[src/rtl/mips_ctrl_pkg.sv]
// Shared encodings for the multicycle MIPS control path: opcodes, ALU control
// codes, mux selects, FSM states and the packed control word.
package mips_ctrl_pkg;

    localparam logic [5:0] OP_R    = 6'b000000;
    localparam logic [5:0] OP_J    = 6'b000010;
    localparam logic [5:0] OP_JAL  = 6'b000011;
    localparam logic [5:0] OP_BEQ  = 6'b000100;
    localparam logic [5:0] OP_BNE  = 6'b000101;
    localparam logic [5:0] OP_ADDI = 6'b001000;
    localparam logic [5:0] OP_ANDI = 6'b001100;
    localparam logic [5:0] OP_ORI  = 6'b001101;
    localparam logic [5:0] OP_LUI  = 6'b001111;
    localparam logic [5:0] OP_LW   = 6'b100011;
    localparam logic [5:0] OP_SW   = 6'b101011;

    localparam logic [2:0] ALU_R    = 3'b111;
    localparam logic [2:0] ALU_ADD  = 3'b110;
    localparam logic [2:0] ALU_ORI  = 3'b101;
    localparam logic [2:0] ALU_ANDI = 3'b001;
    localparam logic [2:0] ALU_SW   = 3'b010;
    localparam logic [2:0] ALU_LW   = 3'b011;
    localparam logic [2:0] ALU_LUI  = 3'b100;
    localparam logic [2:0] ALU_SUB  = 3'b000;

    localparam logic [1:0] SRCB_B      = 2'b00;
    localparam logic [1:0] SRCB_FOUR   = 2'b01;
    localparam logic [1:0] SRCB_IMM    = 2'b10;
    localparam logic [1:0] SRCB_IMM_SH = 2'b11;

    localparam logic [1:0] REGDST_RT = 2'b00;
    localparam logic [1:0] REGDST_RD = 2'b01;
    localparam logic [1:0] REGDST_RA = 2'b10;

    localparam logic [1:0] M2R_ALUOUT = 2'b00;
    localparam logic [1:0] M2R_MDR    = 2'b01;
    localparam logic [1:0] M2R_PC     = 2'b10;

    localparam logic [1:0] PCSRC_ALU    = 2'b00;
    localparam logic [1:0] PCSRC_ALUOUT = 2'b01;
    localparam logic [1:0] PCSRC_JUMP   = 2'b10;
    localparam logic [1:0] PCSRC_REGA   = 2'b11;

    typedef enum logic [3:0] {
        S_FETCH     = 4'd0,
        S_DECODE    = 4'd1,
        S_MEM_ADDR  = 4'd2,
        S_MEM_READ  = 4'd3,
        S_MEM_WB    = 4'd4,
        S_MEM_WRITE = 4'd5,
        S_R_EXEC    = 4'd6,
        S_R_WB      = 4'd7,
        S_BRANCH    = 4'd8,
        S_I_EXEC    = 4'd9,
        S_I_WB      = 4'd10,
        S_JUMP      = 4'd11,
        S_JAL       = 4'd12
    } state_e;

    typedef struct packed {
        logic       pc_write;
        logic       pc_write_cond;
        logic       branch_ne;
        logic       iord;
        logic       mem_read;
        logic       mem_write;
        logic       ir_write;
        logic       reg_write;
        logic       alu_src_a;
        logic [1:0] mem_to_reg;
        logic [1:0] reg_dst;
        logic [1:0] alu_src_b;
        logic [1:0] pc_source;
        logic [2:0] alu_op;
        logic       illegal_op;
    } ctrl_t;

    function automatic logic op_known(input logic [5:0] op);
        case (op)
            OP_R, OP_J, OP_JAL, OP_BEQ, OP_BNE, OP_ADDI, OP_ANDI,
            OP_ORI, OP_LUI, OP_LW, OP_SW: op_known = 1'b1;
            default:                      op_known = 1'b0;
        endcase
    endfunction

    function automatic logic [2:0] itype_alu_op(input logic [5:0] op);
        case (op)
            OP_ANDI: itype_alu_op = ALU_ANDI;
            OP_ORI:  itype_alu_op = ALU_ORI;
            OP_LUI:  itype_alu_op = ALU_LUI;
            default: itype_alu_op = ALU_ADD;
        endcase
    endfunction

endpackage

[src/rtl/mc_output_decode.sv]
// Combinational Moore decode of the control FSM state (qualified by opcode,
// jr_sel and mem_ready where a state needs them) into the datapath control word.
module mc_output_decode
    import mips_ctrl_pkg::*;
(
    input  state_e      state_i,
    input  logic [5:0]  opcode_i,
    input  logic        jr_sel_i,
    input  logic        mem_ready_i,
    output ctrl_t       ctrl_o
);

    always_comb begin
        ctrl_o = '0;
        case (state_i)
            S_FETCH: begin
                ctrl_o.mem_read  = 1'b1;
                ctrl_o.alu_src_b = SRCB_FOUR;
                ctrl_o.alu_op    = ALU_ADD;
                ctrl_o.pc_source = PCSRC_ALU;
                ctrl_o.ir_write  = mem_ready_i;
                ctrl_o.pc_write  = mem_ready_i;
            end
            S_DECODE: begin
                ctrl_o.alu_src_b  = SRCB_IMM_SH;
                ctrl_o.alu_op     = ALU_ADD;
                ctrl_o.illegal_op = !op_known(opcode_i);
            end
            S_MEM_ADDR: begin
                ctrl_o.alu_src_a = 1'b1;
                ctrl_o.alu_src_b = SRCB_IMM;
                ctrl_o.alu_op    = (opcode_i == OP_LW) ? ALU_LW : ALU_SW;
            end
            S_MEM_READ: begin
                ctrl_o.mem_read = 1'b1;
                ctrl_o.iord     = 1'b1;
            end
            S_MEM_WB: begin
                ctrl_o.reg_write  = 1'b1;
                ctrl_o.reg_dst    = REGDST_RT;
                ctrl_o.mem_to_reg = M2R_MDR;
            end
            S_MEM_WRITE: begin
                ctrl_o.mem_write = 1'b1;
                ctrl_o.iord      = 1'b1;
            end
            S_R_EXEC: begin
                ctrl_o.alu_src_a = 1'b1;
                ctrl_o.alu_src_b = SRCB_B;
                ctrl_o.alu_op    = ALU_R;
            end
            S_R_WB: begin
                // alu_op stays R so the ALU control keeps jr_sel valid here
                ctrl_o.alu_op = ALU_R;
                if (jr_sel_i) begin
                    ctrl_o.pc_write  = 1'b1;
                    ctrl_o.pc_source = PCSRC_REGA;
                end else begin
                    ctrl_o.reg_write = 1'b1;
                    ctrl_o.reg_dst   = REGDST_RD;
                end
            end
            S_BRANCH: begin
                ctrl_o.alu_src_a     = 1'b1;
                ctrl_o.alu_src_b     = SRCB_B;
                ctrl_o.alu_op        = ALU_SUB;
                ctrl_o.pc_write_cond = 1'b1;
                ctrl_o.pc_source     = PCSRC_ALUOUT;
                ctrl_o.branch_ne     = (opcode_i == OP_BNE);
            end
            S_I_EXEC: begin
                ctrl_o.alu_src_a = 1'b1;
                ctrl_o.alu_src_b = SRCB_IMM;
                ctrl_o.alu_op    = itype_alu_op(opcode_i);
            end
            S_I_WB: begin
                ctrl_o.alu_op     = itype_alu_op(opcode_i);
                ctrl_o.reg_write  = 1'b1;
                ctrl_o.reg_dst    = REGDST_RT;
                ctrl_o.mem_to_reg = M2R_ALUOUT;
            end
            S_JUMP: begin
                ctrl_o.pc_write  = 1'b1;
                ctrl_o.pc_source = PCSRC_JUMP;
            end
            S_JAL: begin
                ctrl_o.pc_write   = 1'b1;
                ctrl_o.pc_source  = PCSRC_JUMP;
                ctrl_o.reg_write  = 1'b1;
                ctrl_o.reg_dst    = REGDST_RA;
                ctrl_o.mem_to_reg = M2R_PC;
            end
            default: ctrl_o = '0;
        endcase
    end

endmodule

[src/rtl/multicycle_control_fsm.sv]
// Main multicycle MIPS control FSM: state register, next-state logic and
// reset gating of the decoded control word.
module multicycle_control_fsm
    import mips_ctrl_pkg::*;
(
    input  logic       clk,
    input  logic       reset,
    input  logic [5:0] opcode,
    input  logic       jr_sel,
    input  logic       zero,
    input  logic       mem_ready,
    output logic       pc_write,
    output logic       pc_write_cond,
    output logic       branch_ne,
    output logic       pc_en,
    output logic       iord,
    output logic       mem_read,
    output logic       mem_write,
    output logic       ir_write,
    output logic       reg_write,
    output logic       alu_src_a,
    output logic [1:0] mem_to_reg,
    output logic [1:0] reg_dst,
    output logic [1:0] alu_src_b,
    output logic [1:0] pc_source,
    output logic [2:0] alu_op,
    output logic [3:0] state_out,
    output logic       illegal_op
);

    state_e state_q, state_d;
    ctrl_t  ctrl, ctrl_g;

    always_ff @(posedge clk) begin
        if (reset) state_q <= S_FETCH;
        else       state_q <= state_d;
    end

    always_comb begin
        state_d = S_FETCH;
        case (state_q)
            S_FETCH:     state_d = mem_ready ? S_DECODE : S_FETCH;
            S_DECODE: begin
                case (opcode)
                    OP_LW, OP_SW:                     state_d = S_MEM_ADDR;
                    OP_R:                             state_d = S_R_EXEC;
                    OP_BEQ, OP_BNE:                   state_d = S_BRANCH;
                    OP_ADDI, OP_ANDI, OP_ORI, OP_LUI: state_d = S_I_EXEC;
                    OP_J:                             state_d = S_JUMP;
                    OP_JAL:                           state_d = S_JAL;
                    default:                          state_d = S_FETCH;
                endcase
            end
            S_MEM_ADDR:  state_d = (opcode == OP_LW) ? S_MEM_READ : S_MEM_WRITE;
            S_MEM_READ:  state_d = mem_ready ? S_MEM_WB : S_MEM_READ;
            S_MEM_WRITE: state_d = mem_ready ? S_FETCH : S_MEM_WRITE;
            S_R_EXEC:    state_d = S_R_WB;
            S_I_EXEC:    state_d = S_I_WB;
            default:     state_d = S_FETCH;
        endcase
    end

    mc_output_decode u_decode (
        .state_i     (state_q),
        .opcode_i    (opcode),
        .jr_sel_i    (jr_sel),
        .mem_ready_i (mem_ready),
        .ctrl_o      (ctrl)
    );

    // Reset masks every strobe combinationally so an abandoned access never writes
    always_comb begin
        ctrl_g    = ctrl;
        state_out = state_q;
        if (reset) begin
            ctrl_g    = '0;
            state_out = '0;
        end
        pc_en = ctrl_g.pc_write | (ctrl_g.pc_write_cond & (zero ^ ctrl_g.branch_ne));
    end

    assign pc_write      = ctrl_g.pc_write;
    assign pc_write_cond = ctrl_g.pc_write_cond;
    assign branch_ne     = ctrl_g.branch_ne;
    assign iord          = ctrl_g.iord;
    assign mem_read      = ctrl_g.mem_read;
    assign mem_write     = ctrl_g.mem_write;
    assign ir_write      = ctrl_g.ir_write;
    assign reg_write     = ctrl_g.reg_write;
    assign alu_src_a     = ctrl_g.alu_src_a;
    assign mem_to_reg    = ctrl_g.mem_to_reg;
    assign reg_dst       = ctrl_g.reg_dst;
    assign alu_src_b     = ctrl_g.alu_src_b;
    assign pc_source     = ctrl_g.pc_source;
    assign alu_op        = ctrl_g.alu_op;
    assign illegal_op    = ctrl_g.illegal_op;

endmodule

[config.mk]
export PLATFORM = sky130hd
export DESIGN_NAME = multicycle_control_fsm
export DESIGN_NICKNAME = d
export VERILOG_FILES = /design/src/rtl/mips_ctrl_pkg.sv /design/src/rtl/mc_output_decode.sv /design/src/rtl/multicycle_control_fsm.sv
export SDC_FILE = /design/constraint.sdc
export NUM_CORES = 1
export LEC_CHECK = 0
export CORE_AREA = 2 2 47 49
export DETAILED_ROUTE_END_ITERATION = 10
export DIE_AREA = 0 0 49 51
export PLACE_DENSITY = 0.82
export SETUP_SLACK_MARGIN = 0.02
export SLEW_MARGIN = 0
export SYNTH_ARGS = -nofsm -noshare
export SYNTH_HDL_FRONTEND = slang
export SYNTH_SLANG_ARGS = --single-unit
[constraint.sdc]
create_clock -name clk -period 3.3 [get_ports clk]
set_clock_uncertainty 0.15 [all_clocks]
set_input_delay 0.495 -clock clk [delete_from_list [all_inputs] [get_ports clk]]
set_output_delay 0.495 -clock clk [all_outputs]
set_load 0.02 [all_outputs]
==> results.txt <==
The initial antenna violation count is 0. The delay of the slowest critical-path stage came out at 0.56 ns. The mean instance size in the synthesized netlist came out at roughly 6.1 sq um. The remaining antenna violation count after routing is 0.

The floorplan die height came out at just over 50 um. The via count of the first global-routing pass came out at approximately 1100. The aggregate negative setup slack came out at 0 ns. Leaving out filler cells and counting taps, the final layout contains around 200.

For flop-to-flop paths, the worst setup slack is 1.74 ns. The number of core rows is 17. The cell total after placement came out at 203.

Setup repair after global routing left no endpoint under its margin. The total global routing track utilization is 22.88%. Headroom to the max-slew limit came out at 75.84%. Dividing the detail-routed wire length by the instance count gives 13.95 um. Final hold analysis gives a worst-case slack of ~0.54 ns. The largest individual stage delay along the critical path comes from the cell sky130_fd_sc_hd__clkdlybuf4s50_1. sky130_fd_sc_hd__dfxtp_1 takes more of the synthesized area than any other cell. The number of hold buffers added after cts came out at 0. The quantity of I/O buffers inserted on ports is 36. In this run the critical register-to-register path is launched from state_q[1].

The count of mapped cells out of synthesis came out at 140. met2 is the most crowded layer. The library cell used most frequently in the layout, excluding fill and tap cells, is sky130_fd_sc_hd__clkdlybuf4s50_1. The number of antenna repair diodes came out at 0. VDD sags by at most 106.0 uV. The run finished with clean final reports. The TritonCTS buffer count came out at 3. The area of the core came out at a little over 2000 sq um. The largest registers in the layout are state_q x4. The part of the cycle the worst path needs came out at a little over nine tenths.

Leaving out fill and tap cells, the most frequent cells in the layout are 34 x sky130_fd_sc_hd__clkdlybuf4s50_1, 18 x sky130_fd_sc_hd__nor2_1, 14 x sky130_fd_sc_hd__buf_4, 13 x sky130_fd_sc_hd__a21oi_1. From synthesis to final layout, the design area changed by 53.73%. Setup violations remaining at the end of the flow were counted as 0. Traced cell by cell, the critical path runs through clkdlybuf4s50_1 > buf_4 > or4_1 > a21oi_1 > nor3_1 > clkdlybuf4s50_1. The first TritonRoute pass finished after 4 iterations. The min-delay analysis places its worst path in the category reg -> reg.

The worst setup path is launched from an input pin. After synthesis, the cell types taking the most area are sky130_fd_sc_hd__dfxtp_1 9.4%, sky130_fd_sc_hd__nor2_1 7.9%, sky130_fd_sc_hd__a21oi_1 7.6%. The tree is rooted in a sky130_fd_sc_hd__clkbuf_4. Based on the critical path, the design can be clocked at up to just over 300 MHz. The largest fanout on the critical path is 11. The sequential share of the synthesized area came out at 9.370%. The die footprint came out at 2499 sq um. The buffer depth of the longest clock path is 2.

The top-level port count is 37. The critical path capture point is alu_op[2]. The final-report hold violation count came out at 0.

The wire length reported by the detailed router is 2873 um. The power consumption came out at 0.2402 mW. The summed area of non-filler cells in the final layout is 1314 sq um.

The kind of end point of the critical path is a primary output. TritonCTS built the clock tree. The number of flip-flops in the largest register came out at 4. The most numerous cell type found on the critical path is sky130_fd_sc_hd__clkdlybuf4s50_1. Clock latency on the worst-skew pair, taken at its later pin, is 0.25 ns.

The post-placement cell area came out at 1290 sq um. The top cell type by area accounts for 9.370% of the synthesized area. The fraction of met1 tracks used by global routing is 25.40%. The total overflow left after global routing is 0. The met2 usage in global routing is 42.24%.

The worst path arrival time is 2.57 ns. The number of pins exceeding their max-slew limit in the final report came out at 0. The time the worst path needs with I/O delays and setup is between 3 and 4 ns. The average vias per placed instance came out at roughly 5.9. The cell area after synthesis came out at 854.6 sq um. The total stage count of the critical path came out at 6.

In this run the power density over the cells is about 180 nW/um^2. The Yosys warning count came out at 0. The register with the most flip-flops in the final layout is state_q. In this run the number of H-tree levels came out at 1. The total number of clock tree sinks is 4.

The max-capacitance violation count came out at 0. The count of cell types in the netlist came out at 42. The weighted congestion reported at the end of routability-driven placement is 0.8408. The fraction of final layout cells with drive strength greater than 1 came out at a little over a tenth. The number of nets in the synthesized netlist is 151. The worst register-to-register path ends at state_q[0]. The logic depth of the worst register-to-register path came out at 5.

The largest net degree at the start of global routing came out at 25. The layout has around 220 filler cells. In the final design database the tool counted 191 nets. The clock transition time at the flip-flop clock pins of the worst setup and hold paths is ~0.040 ns. The kind of critical path is in -> out. The number of synthesized register bits came out at 4. The number of vias after detailed routing came out at 1219. In this design, the largest share of critical-path delay is due to buffers and inverters. For met3 alone, demand over resource in global routing was between 1.5 and 2%.

The starting utilization of the core area is roughly 41%. In this run the worst setup path begins at opcode[1]. The critical path buffer and inverter count came out at 3. The residual DRC count came out at 0. The global-route wire length before repair is 4478 um. After the first detailed-routing iteration, the DRC count stood at 67. The required time of the critical path is 2.65 ns. The worst-margin pin slew is 0.3619 ns. The floorplan die width came out at 49 um. The wire-length estimate of the detail-placed layout is between 2000 and 2500 um. The static leakage came out at 0.4925 nW.
==> per-stage QoR <==
stage | utilization [%] | worst slack [ns]
2_1_floorplan | - | 0.7615
4_1_cts | 63.55 | 0.04592
3_3_place_gp | 62.52 | 0.06251
3_5_place_dp | 62.52 | -0.007907
5_1_grt | 63.68 | 0.02263
6_report | 63.68 | 0.08947
==> cell type report <==
type	instances	area [sq um]	area share [%]
repair buffers	50	466.7	35.52
clock buffers	3	22.52	1.714
inverters	5	18.77	1.429
well taps	28	35.03	2.667
multi-input cells	116	690.7	52.57
flip-flops and latches	4	80.08	6.095
==> routing by layer <==
layer / wire length [um] / part of all wire (%)
met5: 0 / 0
met4: 68 / 2.4
met3: 209 / 7.3
met2: 1477 / 51
met1: 1118 / 39
==> what timing repair did <==
item / CTS / global route
resized for setup: 1 / 1
endpoints found under the hold margin: 0 / 0
setup buffers: 0 / 0
endpoints found under the setup margin: 1 / 1
==> worst min-delay path by stage <==
stage,from,endpoint,slack (ns),cells past startpoint
after global routing,state_q[3],state_q[0],0.59,2
final,state_q[3],state_q[0],0.54,2
after detailed placement,state_q[3],state_q[0],0.53,2
after floorplan,state_q[0],state_q[3],0.45,3
after global placement,state_q[3],state_q[0],0.52,2
after CTS,state_q[3],state_q[0],0.54,2
==> logic make-up (layout without fill, tap and decap cells) <==
group           count (synthesis)  in the layout  synth area share, %
flops                           4              4                9.371
simple gates                   69             69                43.49
xor+xnor                        3              3                3.075
buf+inv                        20             58                9.808
compound gates                 44             44                34.26
==> cell usage after synthesis (all sizes together) <==
master,instances
o21ai,6
a31oi,3
nor3,8
a211oi,2
or2,2
nand3b,1
clkbuf,12
o21bai,2
xor2,2
o32ai,3
nor2,18
nand4b,1
o311a,2
nor2b,8
o31ai,2
dfxtp,4
a21boi,2
a22oi,1
and3,1
a21o,2
xnor2,1
a211o,1
o311ai,1
a311oi,1
nor4,6
nand2b,8
a32oi,1
a21oi,13
nand3,3
or3b,2
o21a,1
buf,3
o211ai,1
or4,3
inv,5
nand2,7
or3,1
==> report_power, final <==
group | internal (mW) | total (mW) | switching (mW)
registers | 0.0504 | 0.0545 | 0.00413
clock network | 0.0411 | 0.0671 | 0.0260
logic | 0.0550 | 0.119 | 0.0636
==> worst min-delay path, stage by stage, from the launching register on <==
cell,delay [ns]
sky130_fd_sc_hd__dfxtp_1,0.39
sky130_fd_sc_hd__buf_4,0.19
sky130_fd_sc_hd__nor4_1,0.06
Power figures use the tool's default switching activity.
